--- src/rtl/mskaes_round_ctrl_pkg.sv ---
// Shared types and defaults for the masked AES round controller.
// Holds the FSM state encoding, default sizes and counter-width helper.
package mskaes_ctrl_pkg;

  localparam int AES_NROUNDS = 10;
  localparam int SB_LAT_DEF  = 3;
  localparam int CNT_W       = $clog2(SB_LAT_DEF);

  typedef enum logic [2:0] {
    IDLE = 3'd0,
    LOAD = 3'd1,
    SB   = 3'd2,
    WAIT = 3'd3,
    LIN  = 3'd4,
    OUT  = 3'd5,
    CLR  = 3'd6
  } state_e;

  // SB_LAT=2 loads a count of 0, which still needs one bit.
  function automatic int cnt_width(input int lat);
    return (lat > 2) ? $clog2(lat) : 1;
  endfunction

endpackage

--- src/rtl/mskaes_round_ctrl_if.sv ---
// Handshake bundle of the round controller: block in, block out, randomness.
// master = controller side, slave = surrounding datapath / testbench.
interface mskaes_round_ctrl_if;

  logic in_valid;
  logic in_ready;
  logic out_valid;
  logic out_ready;
  logic rnd_req;
  logic rnd_valid;

  modport master (
    input  in_valid, out_ready, rnd_valid,
    output in_ready, out_valid, rnd_req
  );

  modport slave (
    output in_valid, out_ready, rnd_valid,
    input  in_ready, out_valid, rnd_req
  );

endinterface

--- src/rtl/mskaes_round_ctrl_lat.sv ---
// Loadable down-counter with zero flag; times the S-box pipeline wait.
// Ports: clk, nrst (sync, active-low), load/val, dec, zero.
module mskaes_lat_cnt #(
  parameter int W = 2
) (
  input  logic         clk,
  input  logic         nrst,
  input  logic         load,
  input  logic [W-1:0] val,
  input  logic         dec,
  output logic         zero
);

  logic [W-1:0] cnt;

  always_ff @(posedge clk) begin
    if (!nrst) begin
      cnt <= '0;
    end else if (load) begin
      cnt <= val;
    end else if (dec && (cnt != '0)) begin
      cnt <= cnt - W'(1);
    end
  end

  assign zero = (cnt == '0);

endmodule

--- src/rtl/mskaes_round_ctrl.sv ---
// Round sequencer for a masked AES-128 SubBytes layer (control only).
// Ports: clk, nrst, io (handshakes), sb_feed, state_load, state_en,
//   mc_bypass, key_init, key_step, round, busy, done, state_clr.
// Optional macro MSKAES_CTRL_ZEROIZE_EN adds a one-cycle CLR state.
module mskaes_round_ctrl
  import mskaes_ctrl_pkg::*;
#(
  parameter int NROUNDS = AES_NROUNDS,
  parameter int SB_LAT  = SB_LAT_DEF,
  parameter int RW      = 4
) (
  input  logic                clk,
  input  logic                nrst,
  mskaes_round_ctrl_if.master io,
  output logic                sb_feed,
  output logic                state_load,
  output logic                state_en,
  output logic                mc_bypass,
  output logic                key_init,
  output logic                key_step,
  output logic [RW-1:0]       round,
  output logic                busy,
  output logic                done,
  output logic                state_clr
);

  localparam int CW = cnt_width(SB_LAT);

  localparam logic [2:0] S_IDLE = IDLE;
  localparam logic [2:0] S_LOAD = LOAD;
  localparam logic [2:0] S_SB   = SB;
  localparam logic [2:0] S_WAIT = WAIT;
  localparam logic [2:0] S_LIN  = LIN;
  localparam logic [2:0] S_OUT  = OUT;
  localparam logic [2:0] S_CLR  = CLR;

`ifdef MSKAES_CTRL_ZEROIZE_EN
  localparam logic [2:0] S_POST = S_CLR;
`else
  localparam logic [2:0] S_POST = S_IDLE;
`endif

  localparam logic [RW-1:0] LAST    = RW'(NROUNDS);
  localparam logic [CW-1:0] CNT_LD  = CW'(SB_LAT - 2);

  logic [2:0] st;
  logic       cnt_zero;
  logic       last_rnd;

  assign last_rnd = (round == LAST);

  // Counter is loaded on the feed so WAIT spans SB_LAT-1 cycles.
  mskaes_lat_cnt #(
    .W(CW)
  ) u_lat (
    .clk (clk),
    .nrst(nrst),
    .load(sb_feed),
    .val (CNT_LD),
    .dec (st == S_WAIT),
    .zero(cnt_zero)
  );

  always_ff @(posedge clk) begin
    if (!nrst) begin
      st    <= S_IDLE;
      round <= '0;
    end else begin
      unique case (st)
        S_IDLE: begin
          if (io.in_valid) begin
            st    <= S_LOAD;
            round <= RW'(1);
          end
        end
        S_LOAD: st <= S_SB;
        S_SB: begin
          if (io.rnd_valid) st <= S_WAIT;
        end
        S_WAIT: begin
          if (cnt_zero) st <= S_LIN;
        end
        S_LIN: begin
          if (last_rnd) begin
            st <= S_OUT;
          end else begin
            st    <= S_SB;
            round <= round + RW'(1);
          end
        end
        S_OUT: begin
          if (io.out_ready) begin
            st    <= S_POST;
            round <= '0;
          end
        end
        S_CLR:   st <= S_IDLE;
        default: st <= S_IDLE;
      endcase
    end
  end

  assign io.in_ready  = (st == S_IDLE);
  assign io.rnd_req   = (st == S_SB);
  assign io.out_valid = (st == S_OUT);

  assign busy       = (st != S_IDLE);
  assign state_load = (st == S_LOAD);
  assign key_init   = (st == S_LOAD);
  assign sb_feed    = io.rnd_req & io.rnd_valid;
  assign state_en   = (st == S_LIN);
  assign key_step   = (st == S_LIN);
  assign mc_bypass  = (st == S_LIN) & last_rnd;
  assign done       = io.out_valid & io.out_ready;

`ifdef MSKAES_CTRL_ZEROIZE_EN
  assign state_clr = (st == S_CLR);
`else
  assign state_clr = 1'b0;
`endif

endmodule

--- src/flat_wrapper.sv ---
// flat-port wrapper written by rule: the top's interface ports become plain ports
module mskaes_round_ctrl_flat import mskaes_ctrl_pkg::*;
#(
  parameter int NROUNDS = AES_NROUNDS,
  parameter int SB_LAT  = SB_LAT_DEF,
  parameter int RW      = 4
)
  (clk, nrst, sb_feed, state_load, state_en, mc_bypass, key_init, key_step, round, busy, done, state_clr, io_in_valid, io_out_ready, io_rnd_valid, io_in_ready, io_out_valid, io_rnd_req);
  mskaes_round_ctrl_if io_i ();
  input  logic clk;
  input  logic nrst;
  output logic sb_feed;
  output logic state_load;
  output logic state_en;
  output logic mc_bypass;
  output logic key_init;
  output logic key_step;
  output logic [RW-1:0] round;
  output logic busy;
  output logic done;
  output logic state_clr;
  input wire logic [$bits(io_i.in_valid)-1:0] io_in_valid;
  input wire logic [$bits(io_i.out_ready)-1:0] io_out_ready;
  input wire logic [$bits(io_i.rnd_valid)-1:0] io_rnd_valid;
  output wire logic [$bits(io_i.in_ready)-1:0] io_in_ready;
  output wire logic [$bits(io_i.out_valid)-1:0] io_out_valid;
  output wire logic [$bits(io_i.rnd_req)-1:0] io_rnd_req;
  assign io_i.in_valid = io_in_valid;
  assign io_i.out_ready = io_out_ready;
  assign io_i.rnd_valid = io_rnd_valid;
  assign io_in_ready = io_i.in_ready;
  assign io_out_valid = io_i.out_valid;
  assign io_rnd_req = io_i.rnd_req;
  mskaes_round_ctrl #(.NROUNDS(NROUNDS), .SB_LAT(SB_LAT), .RW(RW)) u_core (.clk(clk), .nrst(nrst), .io(io_i), .sb_feed(sb_feed), .state_load(state_load), .state_en(state_en), .mc_bypass(mc_bypass), .key_init(key_init), .key_step(key_step), .round(round), .busy(busy), .done(done), .state_clr(state_clr));
endmodule
--- config.mk ---
export PLATFORM = sky130hd
export DESIGN_NAME = mskaes_round_ctrl_flat
export DESIGN_NICKNAME = d
export VERILOG_FILES = /design/src/rtl/mskaes_round_ctrl_pkg.sv /design/src/rtl/mskaes_round_ctrl_if.sv /design/src/rtl/mskaes_round_ctrl_lat.sv /design/src/rtl/mskaes_round_ctrl.sv /design/src/flat_wrapper.sv
export SDC_FILE = /design/constraint.sdc
export NUM_CORES = 1
export LEC_CHECK = 0
export ABC_CLOCK_PERIOD_IN_PS = 3800
export BUFFER_PORTS_ARGS = -buffer_cell sky130_fd_sc_hd__buf_2
export CORE_UTILIZATION = 40
export CTS_CLUSTER_SIZE = 20
export DETAILED_ROUTE_END_ITERATION = 6
export PLACE_DENSITY_LB_ADDON = 0.12
export RECOVER_POWER = 25
export REMOVE_ABC_BUFFERS = 1
export SETUP_SLACK_MARGIN = 0.3
export SYNTH_ARGS = -nofsm -noshare
export SYNTH_HDL_FRONTEND = slang
export SYNTH_SLANG_ARGS = --single-unit
--- constraint.sdc ---
create_clock -name clk -period 3.8 [get_ports clk]
set_input_delay 0.76 -clock clk [delete_from_list [all_inputs] [get_ports clk]]
set_output_delay 0.76 -clock clk [all_outputs]
set_load 0.005 [all_outputs]
=== Word-level counts from Yosys, hierarchy flattened ===
Index checks and enable logic that the tools add are counted.

* Register bits after elaboration: 9
* Bits in read-only memories: 0
* Latch bits: 0
* Logic and storage cells: 43
* Bits of input ports: 5
* Bits in writable memories: 0
* Output and inout port bits: 16
* Memories kept: 0

* Mux-type cells: 12
* Div/mod/pow operators: 0
* Bitwise gates (word level): 4
* $add $sub $neg: 2
* Multiply operators: 0
* $lt $le $gt $ge: 0
* Shift operators: 0
* Equal/unequal tests: 11
* Reductions and logical operators: 10

{| class="wikitable"
|+ Operator list
! operator !! count
|-
| 3-bit one-hot mux with 6 select lines || 1
|-
| 3-bit 2-to-1 mux || 5
|-
| 4-bit 2-to-1 mux || 3
|-
| 4-bit one-hot mux with 3 select lines || 1
|-
| 2-bit inequality test, second input constant || 4
|-
| 4-bit AND reduction || 2
|-
| 3-bit by 2-bit equality test with 1-bit output, second input constant || 2
|-
| 3-bit equality test, second input constant || 2
|-
| 3-bit nonzero test || 2
|-
| 4-bit by 1-bit adder with 4-bit output, second input constant || 1
|-
| 4-bit equality test, second input constant || 1
|-
| 2-bit nonzero test || 2
|-
| 1-bit AND || 3
|-
| 3-bit by 1-bit equality test with 1-bit output, second input constant || 1
|-
| 3-bit zero test || 1
|-
| 2-bit zero test || 1
|-
| 1-bit 2-to-1 mux || 2
|-
| 2-bit by 1-bit inequality test with 1-bit output, second input constant || 1
|-
| 2-bit OR reduction || 1
|-
| 2-bit by 1-bit subtractor with 2-bit output, second input constant || 1
|-
| 1-bit logical AND || 1
|-
| 1-bit inverter || 1
|}

=== Longest topological paths before layout ===
Gate-level depths: netlist of the first run.

* Depth in word-level cells: 4
* Depth in mapped cells: 5
* Mapped depth without buffers: 5

=== Hierarchy ===
Synthesis of the first run repeated with hierarchy kept, for this count alone.

* Cells, all modules: 84
* Area total of the unflattened synthesis: 650.6 sq um

{| class="wikitable"
|+ By module, submodules not included
! module !! area an instance (sq um) !! cells each !! instances
|-
| mskaes_round_ctrl || 528.0 || 70 || 1
|-
| mskaes_lat_cnt || 122.6 || 14 || 1
|}

=== Least setup slack after synthesis of the first run ===
OpenSTA, ideal clock, no wires.

* Path type: register -> output
* Start point: register u_core.st[0]
* End point: output state_load
* Cell stages (with the launch flop): 5
* Required time: 3040 ps
* Arrival time: 1129 ps
* Setup slack: 1911 ps
* Buffers on the path: 3
* Path through: dfxtp_1 buf_6 clkbuf_1 nor3b_1 buf_4

* Longest elaborated chain between the ends: 1

{| class="wikitable"
|+ RTL lines
! what !! RTL line !! text
|-
| from (decl) || mskaes_round_ctrl.sv:46 || <nowiki>logic [2:0] st;</nowiki>
|-
| from (signal assigned) || mskaes_round_ctrl.sv:66 || <nowiki>st <= S_IDLE;</nowiki>
|-
| from (signal assigned) || mskaes_round_ctrl.sv:72 || <nowiki>st <= S_LOAD;</nowiki>
|-
| from (signal assigned) || mskaes_round_ctrl.sv:76 || <nowiki>S_LOAD: st <= S_SB;</nowiki>
|-
| 3-bit by 1-bit equality test with 1-bit output || n/a ||
|-
| to (decl) || flat_wrapper.sv:13 || <nowiki>output logic state_load;</nowiki>
|}

No other way between the ends.

=== Worst setup path in the final report of the first run ===
* Start point: register u_core.st[2]
* End point: output state_en

* Longest elaborated chain between the ends: 1

{| class="wikitable"
|+ RTL lines
! what !! RTL line !! text
|-
| 3-bit equality test || mskaes_round_ctrl.sv:111 || <nowiki>assign state_en = (st == S_LIN);</nowiki>
|-
| to (decl) || flat_wrapper.sv:14 || <nowiki>output logic state_en;</nowiki>
|}

No other way between the ends.

==> reports/qor.yml, run 1 <==
outcome:
  status: "finished, violations left"
  failed_checks: "design-rule violations"
die:
  die_h_um: 43.4
  coreArea_um2: 1560
  fp.dieW_um: 43.4
  ios: 21
  num_rows: 14
  initial_core_util_pct: 43.9
  fp.dieArea_um2: 1880
timing:
  fin_ws_ns: 1.52
  rsz0062_at_grt: "no"
  hold_ws_ns: 0.498
  post-route-min-period_ns: 2.28
  max_slew_margin_pct: 61.9
  setup_viol: 0
  hold_viol_final: 0
  report.final.slew_viol_count: 0
  fmax_mhz: 439
  fin_crit_sh_pct: 60.0
  clock_skew_ns: 0.00193
  worst_pin_slew_ns: 0.571
  final.setup.tns_ns: 0
worst_setup_path:
  crit_buf_inv: 2
  crit_type: "reg -> out"
  r2r_start: "u_core.st[0]"
  max_stage_delay_ns: 0.54
  critical_path.slowest_cell: "dfxtp_1"
  worstSetupStartpointType: "register"
  crit_arrival_ns: 1.52
  cp_top_family: "flip-flops"
  cp-end-kind: "output pin"
  worstPathRequired_ns: 3.04
  path_cells: "or3b_1 > inv_1 > buf_2"
  path_max_fanout: 12
  r2r-end: "u_core.round[2]"
  rr_worst_depth: 3
  rrSetupSlack_ns: 2.08
layout:
  most-common-layout-cells: "19 x buf_2, 9 x dfxtp_1, 8 x inv_1"
  final_nets: 108
  mostFrequentLayoutCell: "buf_2"
  fin_cells: 115
  utilization_pct: 49.7
  drive_above_1_share_pct: 24.2
  n_antenna_cell: 0
  syn_to_final_growth_pct: 13.2
  finalInstanceArea_um2: 774
run:
  drv_cap: 0
power_and_ir_drop:
  ir_drop_mv: 0.144
  power_density_nw_per_um2: 368
  p_total_uw: 285
  p_leak_nw: 0.355
route:
  ant_nets: 0
  routed_wl_um: 1420
  initialDrtViolationCount: 20
  dr.pass1.iters: 6
  vias: 651
  routed_via_density: 5.66
  drc_errors: 3
  wl_per_cell_um: 12.3
worst_hold_path:
  hold_class: "reg -> reg"
  hold_start: "u_core.u_lat.cnt[0]"
  min_to: "u_core.u_lat.cnt[0]"
  hold_path_depth: 2
yosys:
  yosysWarnings: 0
  avgSynthCellArea_um2: 8.25
  synthArstFlopShare_pct: 0
  synth_cell_type_count: 35
  synthCells: 83
  synth_edf_count: 0
  synth_seq_cells: 9
  synthFlopType: "dfxtp_1"
  yosysSeqAreaShare_pct: 26.3
  syn_area_um2: 684
global_route:
  grt_max_degree: 20
  grt_overflow: 0
  grt_pass1_vias: 521
  grt_first_pass_wirelength_um: 2350
  grtUsageTotal_pct: 16.8
  antenna_found_initial: 0
clock_network:
  post-cts-setup-buffer-count: 0
  cts_tree: "built"
  insertion_delay_ns: 0.26
  numCtsBuffers: 3
  clock-root-buffer: "clkbuf_4"
  post_cts_resized: 0
  cts.sinks: 9
  path_clk_slew_ns: 0.06
  clockBufferDepth: 2
  ctsHoldBuffers: 0
  htreeDepth: 1
placed_design:
  dp_hpwl_um: 989
  io_buffer_count: 19
  post-place-cells: 111
  preCtsSetupSlack_ns: 1.82
  placed_area_um2: 751
  place_congestion: 0.740
[per-layer routing]
| layer | part of all wire, % | global-route usage, % | vias to the layer above |
|---|---|---|---|
| li1 | - | - | 326 |
| met1 | 51 | 24.9 | 300 |
| met2 | 44 | 23.0 | 23 |
| met3 | 4.6 | 3.75 | 2 |
| met4 | 0.85 | 7.50 | 0 |
| met5 | 0 | 0 | - |
[cell usage after synthesis, drive strengths merged, types with 3 or more instances]
library cell	number	area, um^2
nor2	4	15.0
nand2b	3	18.8
dfxtp	9	180
and2	3	18.8
o21ai	3	15.0
inv	8	30.0
nor2b	3	18.8
nand2	4	15.0
a21oi	4	20.0
buf	5	41.3
ha	3	37.5
nand3b	3	22.5
[area by class of cell]
class,instances,area (um^2)
Inverter,8,30.0
Fill cell,168,785
Sequential cell,9,180
Timing Repair Buffer,19,95.1
Multi-Input combinational cell,59,423
Clock buffer,4,26.3
Tap cell,16,20.0
[where the power goes]
| part | switching [mW] | leakage (nW) | total, mW | internal [mW] |
|---|---|---|---|---|
| Sequential | 0.0246 | 0.0734 | 0.128 | 0.103 |
| Combinational | 0.0376 | 0.266 | 0.0830 | 0.0454 |
| Clock | 0.0336 | 0.0150 | 0.0741 | 0.0405 |
| Total | 0.0958 | 0.355 | 0.285 | 0.189 |
[flip-flops by register name, indices dropped and copies added, names as in the netlist]
register          flops
u_core.round          4
u_core.st             3
u_core.u_lat.cnt      2
[logic make-up after synthesis]
logic type / count (synthesis) / synth area share [%]
AND/OR/NAND/NOR: 37 / 34.7
adder cells (fa/ha/maj): 3 / 5.49
other: 1 / 0.548
flip-flops: 9 / 26.3
multiplexers: 2 / 2.93
AO/OA/AOI/OAI: 16 / 18.5
buffers and inverters: 15 / 11.5
[worst register-to-register path, cell delays in order, from the launching register on]
cell and delay, ns:
dfxtp_1 0.68, nor4bb_1 0.16, o32a_4 0.42, a311o_1 0.35
[worst max-delay path by stage]
stage / startpoint / endpoint / slack, ns / cells past startpoint
finish: u_core.st[2] / state_en / 1.52 / 3
global route: u_core.st[0] / state_en / 1.40 / 3
floorplan: u_core.st[1] / sb_feed / 2.03 / 2
global placement: u_core.st[2] / state_en / 1.87 / 3
CTS: u_core.st[2] / key_step / 1.54 / 3
detailed placement: u_core.st[2] / key_step / 1.82 / 3
Power figures use the tool's default switching activity.
==> inputs of run 2 (changes only) <==
- ABC_CLOCK_PERIOD_IN_PS: 3800 -> 1850
- clock period: 3.8 -> 1.85 ns (I/O delays scaled with it)
==> run 2 against run 1 <==
Non-clock buffer count rose by 20. Sequential share of layout area decreased by 4.5 points. The run still ends with design-rule violations left. Largest cell class unchanged. Core utilization increased by 15 points. Routed wire length grew 31%. Global-route usage grew 4.5 points. Combinational power rose to 3.9 times the previous value.
==> reports/qor.yml, run 2 (synthesis results as in run 1) <==
clock_network:
  htreeDepth: 1  # unchanged
  clockBufferDepth: 2  # unchanged
  ctsHoldBuffers: 0  # unchanged
  cts_tree: "built"
  clock-root-buffer: "clkbuf_4"
  insertion_delay_ns: 0.27  # about the same
  numCtsBuffers: 3  # unchanged
  path_clk_slew_ns: 0.07  # about the same
  cts.sinks: 9  # unchanged
worst_setup_path:
  startpoint: "u_core.st[1]"
  rrSetupSlack_ns: 0.26  # -1.82 ns
  crit_type: "reg -> out"
  rr_worst_depth: 4  # +1
  worstSetupStartpointType: "register"
  cp-end-kind: "output pin"
  cp-endpoint: "mc_bypass"
  crit_arrival_ns: 1.33  # -0.19 ns
  path_max_fanout: 5  # -7
  r2r_start: "u_core.st[1]"
  r2r-end: "u_core.round[2]"
  worstPathRequired_ns: 1.48  # -1.56 ns
layout:
  finalInstanceArea_um2: 1010  # +30%
  drive_above_1_share_pct: 47.9  # +24 points
  n_antenna_cell: 0  # unchanged
  reg_top3: "u_core.round: 4 flops, u_core.st: 3 flops, u_core.u_lat.cnt: 2 flops"
  utilization_pct: 64.7  # +15 points
  syn_to_final_growth_pct: 47.3
  final_nets: 128  # +19%
  largest-register: "u_core.round"
  largest_reg_flops: 4  # unchanged
  most-common-layout-cells: "17 x buf_2, 17 x buf_4, 6 x inv_1, 6 x dfxtp_1"
die:
  fp.dieArea_um2: 1880  # unchanged
  initial_core_util_pct: 43.9  # unchanged
  ios: 21  # unchanged
  fp.dieW_um: 43.4  # unchanged
  die_h_um: 43.4  # unchanged
  coreArea_um2: 1560  # unchanged
  num_rows: 14  # unchanged
timing:
  post-route-min-period_ns: 1.70
  hold_ws_ns: 0.413  # -0.0854 ns
  clock_skew_ns: 0.00695  # +0.00502 ns
  fmax_mhz: 587
  fin_ws_ns: 0.146  # -1.37 ns
  fin_crit_sh_pct: 92.1
  rsz0062_at_grt: "yes"
  report.final.slew_viol_count: 0  # unchanged
  final.setup.tns_ns: 0  # unchanged
  setup_viol: 0  # unchanged
  hold_viol_final: 0  # unchanged
route:
  routed_via_density: 5.39  # -4.7%
  vias: 728  # +12%
  routed_wl_um: 1850  # +31%
  wl_per_cell_um: 13.7  # +11%
  dr.pass1.iters: 6  # unchanged
  drc_errors: 1  # -2
  ant_nets: 0  # unchanged
  initialDrtViolationCount: 16  # -20%
global_route:
  grt_pass1_vias: 637  # +22%
  grtUsageTotal_pct: 21.3  # +4.5 points
  grt_first_pass_wirelength_um: 2920  # +24%
  grt_max_degree: 11  # -45%
  antenna_found_initial: 0  # unchanged
  grt_overflow: 0  # unchanged
power_and_ir_drop:
  power_density_nw_per_um2: 714  # +94%
  p_leak_nw: 0.471  # +33%
  ir_drop_mv: 0.515  # +260%
placed_design:
  preCtsSetupSlack_ns: 0.173  # -1.64 ns
  place_congestion: 0.874  # +18%
  dp_hpwl_um: 1070  # +8.6%
  placed_area_um2: 773  # +3.0%
  io_buffer_count: 19  # unchanged
outcome:
  failed_checks: "design-rule violations"
  status: "finished, violations left"
worst_hold_path:
  hold_class: "in -> reg"
run:
  drv_cap: 0  # unchanged
run 2: cell count changes in the layout (fill, tap and decap cells not counted), moves of 2 or more:
cell and change:
buf_6 +4, nor3b_1 -2, buf_2 -2, inv_4 +2
buf_4 +17, dfxtp_4 +2, dfxtp_1 -3, inv_1 -2
nor2_1 -2
run 2: through the flow:
step | std cells | total power, mW
after floorplan | 76 | 0.368
after global placement | 114 | 0.448
after detailed placement | 114 | 0.447
after CTS | 126 | 0.684
after global routing | 135 | 0.769
final | 135 | 0.720
run 2: timing repair:
| action | in CTS | in global routing |
|---|---|---|
| pin swaps | 7 | 6 |
| endpoints found under the setup margin | 13 | 12 |
| setup buffers | 8 | 9 |
| gates resized for setup | 16 | 15 |
run 2: worst min path at each step:
stage / depth (start not counted) / endpoint / start
CTS: 2 / u_core.round[3] / nrst
floorplan: 2 / u_core.u_lat.cnt[0] / u_core.u_lat.cnt[0]
detailed placement: 2 / u_core.u_lat.cnt[0] / u_core.u_lat.cnt[0]
global route: 2 / u_core.round[3] / nrst
global placement: 2 / u_core.u_lat.cnt[0] / u_core.u_lat.cnt[0]
finish: 2 / u_core.round[3] / nrst
run 2: final cells by class:
| type | count | area, um^2 |
|---|---|---|
| clock buffers | 4 | 26.3 |
| repair buffers | 39 | 263 |
| well taps | 16 | 20.0 |
| fillers | 135 | 551 |
| inverters | 8 | 35.0 |
| multi-input cells | 59 | 475 |
| flip-flops and latches | 9 | 189 |
run 2: power by group:
group	switching, mW	total (mW)	internal (mW)
Combinational	0.143	0.321	0.178
Sequential	0.0226	0.238	0.216
Clock	0.0775	0.161	0.0835
run 2: critical path, stage by stage (launching register included):
cell and delay [ns]:
dfxtp_4 0.36, or3b_1 0.48, nor2_2 0.11, buf_2 0.11
run 2: routing by layer:
| metal | vias up | share of wire, % | global-route usage, % |
|---|---|---|---|
| met5 | - | 0 | 0 |
| met4 | 0 | 2.4 | 13.1 |
| met3 | 5 | 4.1 | 1.25 |
| met2 | 24 | 45 | 33.3 |
| met1 | 332 | 48 | 28.8 |
| li1 | 367 | - | - |
